--- config.mk ---
export PLATFORM = sky130hd
export DESIGN_NAME = aes_ctr_sequencer
export DESIGN_NICKNAME = d
export VERILOG_FILES = /design/src/rtl/aes_ctr_sequencer.sv
export SDC_FILE = /design/constraint.sdc
export NUM_CORES = 2
export LEC_CHECK = 0
export CAP_MARGIN = 20
export CORE_MARGIN = 5
export CORE_UTILIZATION = 35
export CTS_CLUSTER_DIAMETER = 120
export DETAILED_ROUTE_END_ITERATION = 8
export DONT_BUFFER_PORTS = 1
export PLACE_DENSITY_LB_ADDON = 0.08
export SLEW_MARGIN = 20
export SYNTH_ARGS = -nofsm -noshare
export SYNTH_HDL_FRONTEND = slang
export SYNTH_SLANG_ARGS = --single-unit
--- constraint.sdc ---
create_clock -name clk -period 17.3 [get_ports clk]
set_input_delay 1.73 -clock clk [delete_from_list [all_inputs] [get_ports clk]]
set_output_delay 1.73 -clock clk [all_outputs]
set_load 0.03 [all_outputs]
--- src/rtl/aes_ctr_sequencer.sv ---
// aes_ctr_sequencer: CTR-mode sequencer for an AES-256 core.
// Issues counter blocks ahead of demand, buffers returned keystream in a FIFO,
// and XORs it onto the plaintext stream to produce the ciphertext stream.
// Ports:
//   clk, rst                      clock, asynchronous active-high reset
//   cfg_start, cfg_iv             packet start and initial counter block (IDLE only)
//   busy, done, err_overflow      status: not idle, completion pulse, sticky FIFO overflow
//   blocks_done                   ciphertext words delivered since reset (wraps)
//   core_req_*                    counter blocks to the core (valid/ready)
//   core_rsp_*                    keystream from the core, in order, cannot be stalled
//   s_axis_*                      plaintext in
//   m_axis_*                      ciphertext out
module aes_ctr_sequencer #(
    parameter int DATA_WIDTH = 128,
    parameter int CTR_WIDTH  = 32,
    parameter int KS_DEPTH   = 8
) (
    input  logic                  clk,
    input  logic                  rst,
    input  logic                  cfg_start,
    input  logic [DATA_WIDTH-1:0] cfg_iv,
    output logic                  busy,
    output logic                  done,
    output logic                  err_overflow,
    output logic [31:0]           blocks_done,
    output logic [DATA_WIDTH-1:0] core_req_data,
    output logic                  core_req_valid,
    input  logic                  core_req_ready,
    input  logic [DATA_WIDTH-1:0] core_rsp_data,
    input  logic                  core_rsp_valid,
    input  logic [DATA_WIDTH-1:0] s_axis_tdata,
    input  logic                  s_axis_tvalid,
    input  logic                  s_axis_tlast,
    output logic                  s_axis_tready,
    output logic [DATA_WIDTH-1:0] m_axis_tdata,
    output logic                  m_axis_tvalid,
    output logic                  m_axis_tlast,
    input  logic                  m_axis_tready
);
    localparam int AW = $clog2(KS_DEPTH);
    localparam int CW = AW + 1;

    typedef enum logic [1:0] {IDLE, RUN, FLUSH} state_t;

    state_t                state_q, state_d;
    logic [DATA_WIDTH-1:0] ctr_q, ctr_d;
    logic [CW-1:0]         out_q, out_d, cnt_q, cnt_d;
    logic [AW-1:0]         rd_q, wr_q;
    logic [DATA_WIDTH-1:0] mem_q [KS_DEPTH];
    logic                  req_valid_q, req_valid_d;
    logic                  m_valid_q, m_valid_d, m_last_q, m_last_d;
    logic [DATA_WIDTH-1:0] m_data_q, m_data_d;
    logic                  done_q, done_d, err_q, err_d;
    logic [31:0]           blocks_q, blocks_d;
    logic                  req_hs, s_hs, m_hs, fifo_empty, fifo_full, pop, push, flush_exit;
    logic [CW:0]           credit;

    assign fifo_empty     = cnt_q == '0;
    assign fifo_full      = cnt_q == CW'(KS_DEPTH);
    assign s_axis_tready  = state_q == RUN && !fifo_empty && (!m_valid_q || m_axis_tready);
    assign req_hs         = req_valid_q && core_req_ready;
    assign s_hs           = s_axis_tvalid && s_axis_tready;
    assign m_hs           = m_valid_q && m_axis_tready;
    // In FLUSH every keystream word is discarded as soon as it reaches the FIFO head.
    assign pop            = s_hs || (state_q == FLUSH && !fifo_empty);
    // A full FIFO still accepts a push when it pops in the same cycle.
    assign push           = core_rsp_valid && (!fifo_full || pop);
    // A request still held on the interface will produce a response, so it blocks exit too.
    assign flush_exit     = state_q == FLUSH && out_q == '0 && fifo_empty && !m_valid_q && !req_valid_q;

    assign busy           = state_q != IDLE;
    assign done           = done_q;
    assign err_overflow   = err_q;
    assign blocks_done    = blocks_q;
    assign core_req_data  = ctr_q;
    assign core_req_valid = req_valid_q;
    assign m_axis_tdata   = m_data_q;
    assign m_axis_tvalid  = m_valid_q;
    assign m_axis_tlast   = m_last_q;

    always_comb begin
        state_d     = state_q == IDLE && cfg_start ? RUN :
                      state_q == RUN && s_hs && s_axis_tlast ? FLUSH :
                      flush_exit ? IDLE : state_q;
        ctr_d       = state_q == IDLE && cfg_start ? cfg_iv :
                      req_hs ? {ctr_q[DATA_WIDTH-1:CTR_WIDTH], ctr_q[CTR_WIDTH-1:0] + CTR_WIDTH'(1)} : ctr_q;
        out_d       = out_q + CW'(req_hs) - CW'(core_rsp_valid);
        cnt_d       = cnt_q + CW'(push) - CW'(pop);
        credit      = {1'b0, out_d} + {1'b0, cnt_d};
        // A pending request keeps its credit; a new one needs room for outstanding + stored.
        req_valid_d = (req_valid_q && !core_req_ready) ||
                      (state_q == RUN && state_d == RUN && credit < (CW+1)'(KS_DEPTH));
        m_valid_d   = s_hs || (m_valid_q && !m_axis_tready);
        m_data_d    = s_hs ? s_axis_tdata ^ mem_q[rd_q] : m_data_q;
        m_last_d    = s_hs ? s_axis_tlast : m_last_q;
        blocks_d    = blocks_q + 32'(m_hs);
        err_d       = err_q || (core_rsp_valid && !push);
        done_d      = flush_exit;
    end

    always_ff @(posedge clk or posedge rst) begin
        if (rst) begin
            state_q     <= IDLE;
            ctr_q       <= '0;
            out_q       <= '0;
            cnt_q       <= '0;
            rd_q        <= '0;
            wr_q        <= '0;
            req_valid_q <= 1'b0;
            m_valid_q   <= 1'b0;
            m_last_q    <= 1'b0;
            m_data_q    <= '0;
            done_q      <= 1'b0;
            err_q       <= 1'b0;
            blocks_q    <= '0;
        end else begin
            state_q     <= state_d;
            ctr_q       <= ctr_d;
            out_q       <= out_d;
            cnt_q       <= cnt_d;
            rd_q        <= rd_q + AW'(pop);
            wr_q        <= wr_q + AW'(push);
            req_valid_q <= req_valid_d;
            m_valid_q   <= m_valid_d;
            m_last_q    <= m_last_d;
            m_data_q    <= m_data_d;
            done_q      <= done_d;
            err_q       <= err_d;
            blocks_q    <= blocks_d;
        end
    end

    always_ff @(posedge clk) begin
        if (push) mem_q[wr_q] <= core_rsp_data;
    end
endmodule
==> impl_metrics.tcl <==
set metrics [dict create \
    grt_setup_unrepaired "false" \
    yosysUniqueCellTypes 48 \
    drt-initial-drc-count 1363 \
    cts_tree "yes" \
    fmax_mhz 206 \
    synthesis.nets 3066 \
    rr_worst_depth 7 \
    postCtsHoldBufs 0 \
    cp_cell_sequence "buf_12, buf_4, buf_4, mux4_2, mux2i_1, xor2_1, o21ai_0" \
    postRouteAntennaNets 0 \
    clkPwrFrac 0.285 \
    reg2reg_from "rd_q[1]" \
    synth-main-ff-cell "edfxtp_1" \
    hold_depth 1 \
    maxCapViolCount 0 \
    remaining_drc_errors 0 \
    nets 3126 \
    finalCritPeriodShare 0.281 \
    h-tree-depth 4 \
    fp.dieW_um 394 \
    root_buffer "clkbuf_16" \
    path_depth 7 \
    async_flop_share 0.232 \
    power_density_mw_per_mm2 182 \
    slew_headroom 0.272 \
    yosys_warnings 0 \
    grt_usage 0.167 \
    layout.cells.non_filler 4756 \
    syn_inst 2651 \
    layout_setup_ws_ns 12.44 \
    cp_common_cell "buf_4" \
    crit_start "rd_q[1]" \
    p_leak_nw 20.4 \
    seq_power_share 0.487 \
    ir_worst_vdd_uv 113 \
    wl_um 131000 \
    yosysTopAreaCell "edfxtp_1" \
    required_ns 17.92 \
    synth_edf_count 1024 \
    clock_skew_ns 0.0281 \
    synth_seq_area_share 0.746 \
    cp_max_fo 89 \
    drt_first_pass_iters 5 \
    area_growth_pct 13.7 \
    clkSlewWorstSetupHoldPaths_ns 0.06 \
    hold_viol 0 \
    tightest_slew_ns 1.09 \
    placedCellCount 4476 \
    grt_max_degree 129 \
    layout-drive-gt1-share 0.221 \
    min_path_type "reg2reg" \
    syn_area_per_cell_um2 19.4 \
    via_count 24000 \
    critPathSlowestCell "dfrtp_4" \
    maxSlewViolCount 0 \
    rrSetupSlack_ns 12.44 \
    cts_post_setup_buffers_inserted 0 \
    setup.worst_path.end "m_axis_tdata[50]" \
    finalSetupViolations 0 \
    fin_crit_ns 4.86 \
    die_area_mm2 0.155 \
    worst-path-buf-inv 3 \
    ctsLongestPathBuffers 3 \
    die_h_um 394 \
    setup_tns_ns 0 \
    rows 140 \
    clock_latency_ns 0.76 \
    vias_per_cell 5.05 \
    dp_slack_ns 11.63 \
    p_total_mw 10.7 \
    ys_ff_latch 1333 \
    status "finished, final reports clean" \
    arrival_ns 5.48 \
    gp_congestion 0.775 \
    crit_path_end_kind "flop" \
    place_hpwl_um 78700 \
    switching_share 0.341 \
    r2r_end "m_axis_tdata[50]" \
    ctsResizeCount 0 \
    port_buffers 0 \
    initial_utilization 0.353 \
    p_int_mw 7.04 \
    clock-sinks 1333 \
    wl_per_cell_um 27.5 \
    comb_power_share 0.228 \
    io_pins 687 \
    grt_pass1_vias 26000 \
    path_class "reg2reg" \
    cpLargestDelayFamily "buffers and inverters" \
    yosys.area.top_type_share 0.596 \
    synth_area_leaders "edfxtp_1, dfrtp_1, mux4_2" \
    overflow 0 \
    antenna_found_initial 6 \
    p_sw_mw 3.65 \
    numCtsBuffers 150 \
    coreArea_mm2 0.146 \
    slowest_delay_ns 1.00 \
    crit_path_start_kind "flop" \
    syn_area_mm2 0.0516 \
    grt_pass1_wl_um 189000 \
]
## registers in the layout, summed over array words and instances (netlist names)
| name | cells |
|---|---|
| core_req_valid | 1 |
| rd_q | 3 |
| state_q | 2 |
| mem_q | 1024 |
| core_req_data | 128 |
| blocks_done | 32 |
| out_q | 4 |
| done | 1 |
| m_axis_tvalid | 1 |
| cnt_q | 4 |
| err_overflow | 1 |
| m_axis_tlast | 1 |
| m_axis_tdata | 128 |
| wr_q | 3 |
## cell type report
class | instances | area, um^2
Timing Repair Buffer | 29 | 337
Antenna cell | 5 | 12.5
Inverter | 24 | 97.6
Multi-Input combinational cell | 1173 | 12500
Clock inverter | 69 | 543
Fill cell | 13000 | 87500
Tap cell | 1917 | 2400
Clock buffer | 206 | 4230
Sequential cell | 1333 | 38500
## synthesized netlist by cell type, types with 2 or more instances
library cell  number
mux4_2           256
mux2i_1          130
xnor2_1           32
inv_1             23
nor4_1             6
nor3b_1            2
nand2b_1           3
nor4_2             4
ha_1              21
edfxtp_1        1024
mux2_2            96
dfrtp_1          309
or2_1              2
clkbuf_1          38
buf_1             21
nor2b_1            6
o21ai_0          160
a21o_1             3
nand2_1          189
and2_1             3
nor2_1            20
buf_2             60
a21oi_1            2
and3_1             5
or2_2              3
nor3_1            12
nor3_2             3
fa_1               2
nand3_1           15
nand4_1           17
xor2_1           163
and4_1             4
buf_4              2
## metrics by stage
step / utilization / area, um^2 / hold slack (ns)
finish: 0.401 / 58600 / 0.519
global route: 0.401 / 58600 / 0.537
CTS: 0.401 / 58600 / 0.520
detailed placement: 0.368 / 53800 / 0.514
global placement: 0.368 / 53800 / 0.498
floorplan: - / 51600 / 0.477
## layer usage
layer  vias up  routed length [um]  GRT usage  part of all wire
li1      10500                   -          -                 -
met1     12700               48500      0.187              0.37
met2       695               66900      0.290              0.51
met3       168               11800     0.0685             0.090
met4         2                3450     0.0511             0.026
met5         -                   7          0          0.000054
## cell families after synthesis
group / Yosys count / share of synthesized area
compound gates: 170 / 0.0169
xor+xnor: 195 / 0.0331
fa+ha+maj: 23 / 0.00587
buf+inv: 145 / 0.0122
flops: 1333 / 0.746
mux: 482 / 0.158
simple gates: 303 / 0.0276
## power groups by stage
stage          sequential [mW]  clock (mW)  combinational [mW]
2_1_floorplan             5.12           0                1.87
3_3_place_gp              5.28           0                2.52
3_5_place_dp              5.30           0                2.56
4_1_cts                   5.24        3.15                2.56
5_1_grt                   5.29        3.29                2.69
6_report                  5.21        3.04                2.44
## how the worst min path moves through the flow
| stage | from | end |
|---|---|---|
| 2_1_floorplan | rd_q[1] | rd_q[1] |
| 3_3_place_gp | state_q[0] | state_q[0] |
| 3_5_place_dp | state_q[0] | state_q[0] |
| 4_1_cts | state_q[0] | state_q[0] |
| 5_1_grt | state_q[0] | state_q[0] |
| 6_report | state_q[0] | state_q[0] |
## layout by cell type, fill, tap and decap left out, drive strengths merged, types with 2 or more instances in the layout
| master | netlist | layout |
|---|---|---|
| nor2b | 6 | 6 |
| mux4 | 256 | 256 |
| a21o | 3 | 3 |
| fa | 2 | 2 |
| nand2 | 189 | 189 |
| nor3b | 2 | 2 |
| and3 | 5 | 5 |
| nand2b | 3 | 3 |
| a21oi | 2 | 2 |
| clkbuf | 38 | 206 |
| o21ai | 161 | 161 |
| inv | 24 | 29 |
| nor4 | 10 | 10 |
| ha | 21 | 21 |
| xnor2 | 32 | 32 |
| and4 | 5 | 5 |
| mux2 | 96 | 96 |
| or2 | 6 | 6 |
| nor2 | 20 | 20 |
| nor3 | 15 | 15 |
| xor2 | 163 | 163 |
| bufinv | 0 | 5 |
| buf | 83 | 29 |
| edfxtp | 1024 | 1024 |
| clkinv | 0 | 54 |
| clkinvlp | 0 | 5 |
| dfrtp | 309 | 309 |
| nand4 | 18 | 18 |
| and2 | 3 | 3 |
| mux2i | 130 | 130 |
| nand3 | 16 | 16 |
| diode | 0 | 5 |
Power figures use the tool's default switching activity.
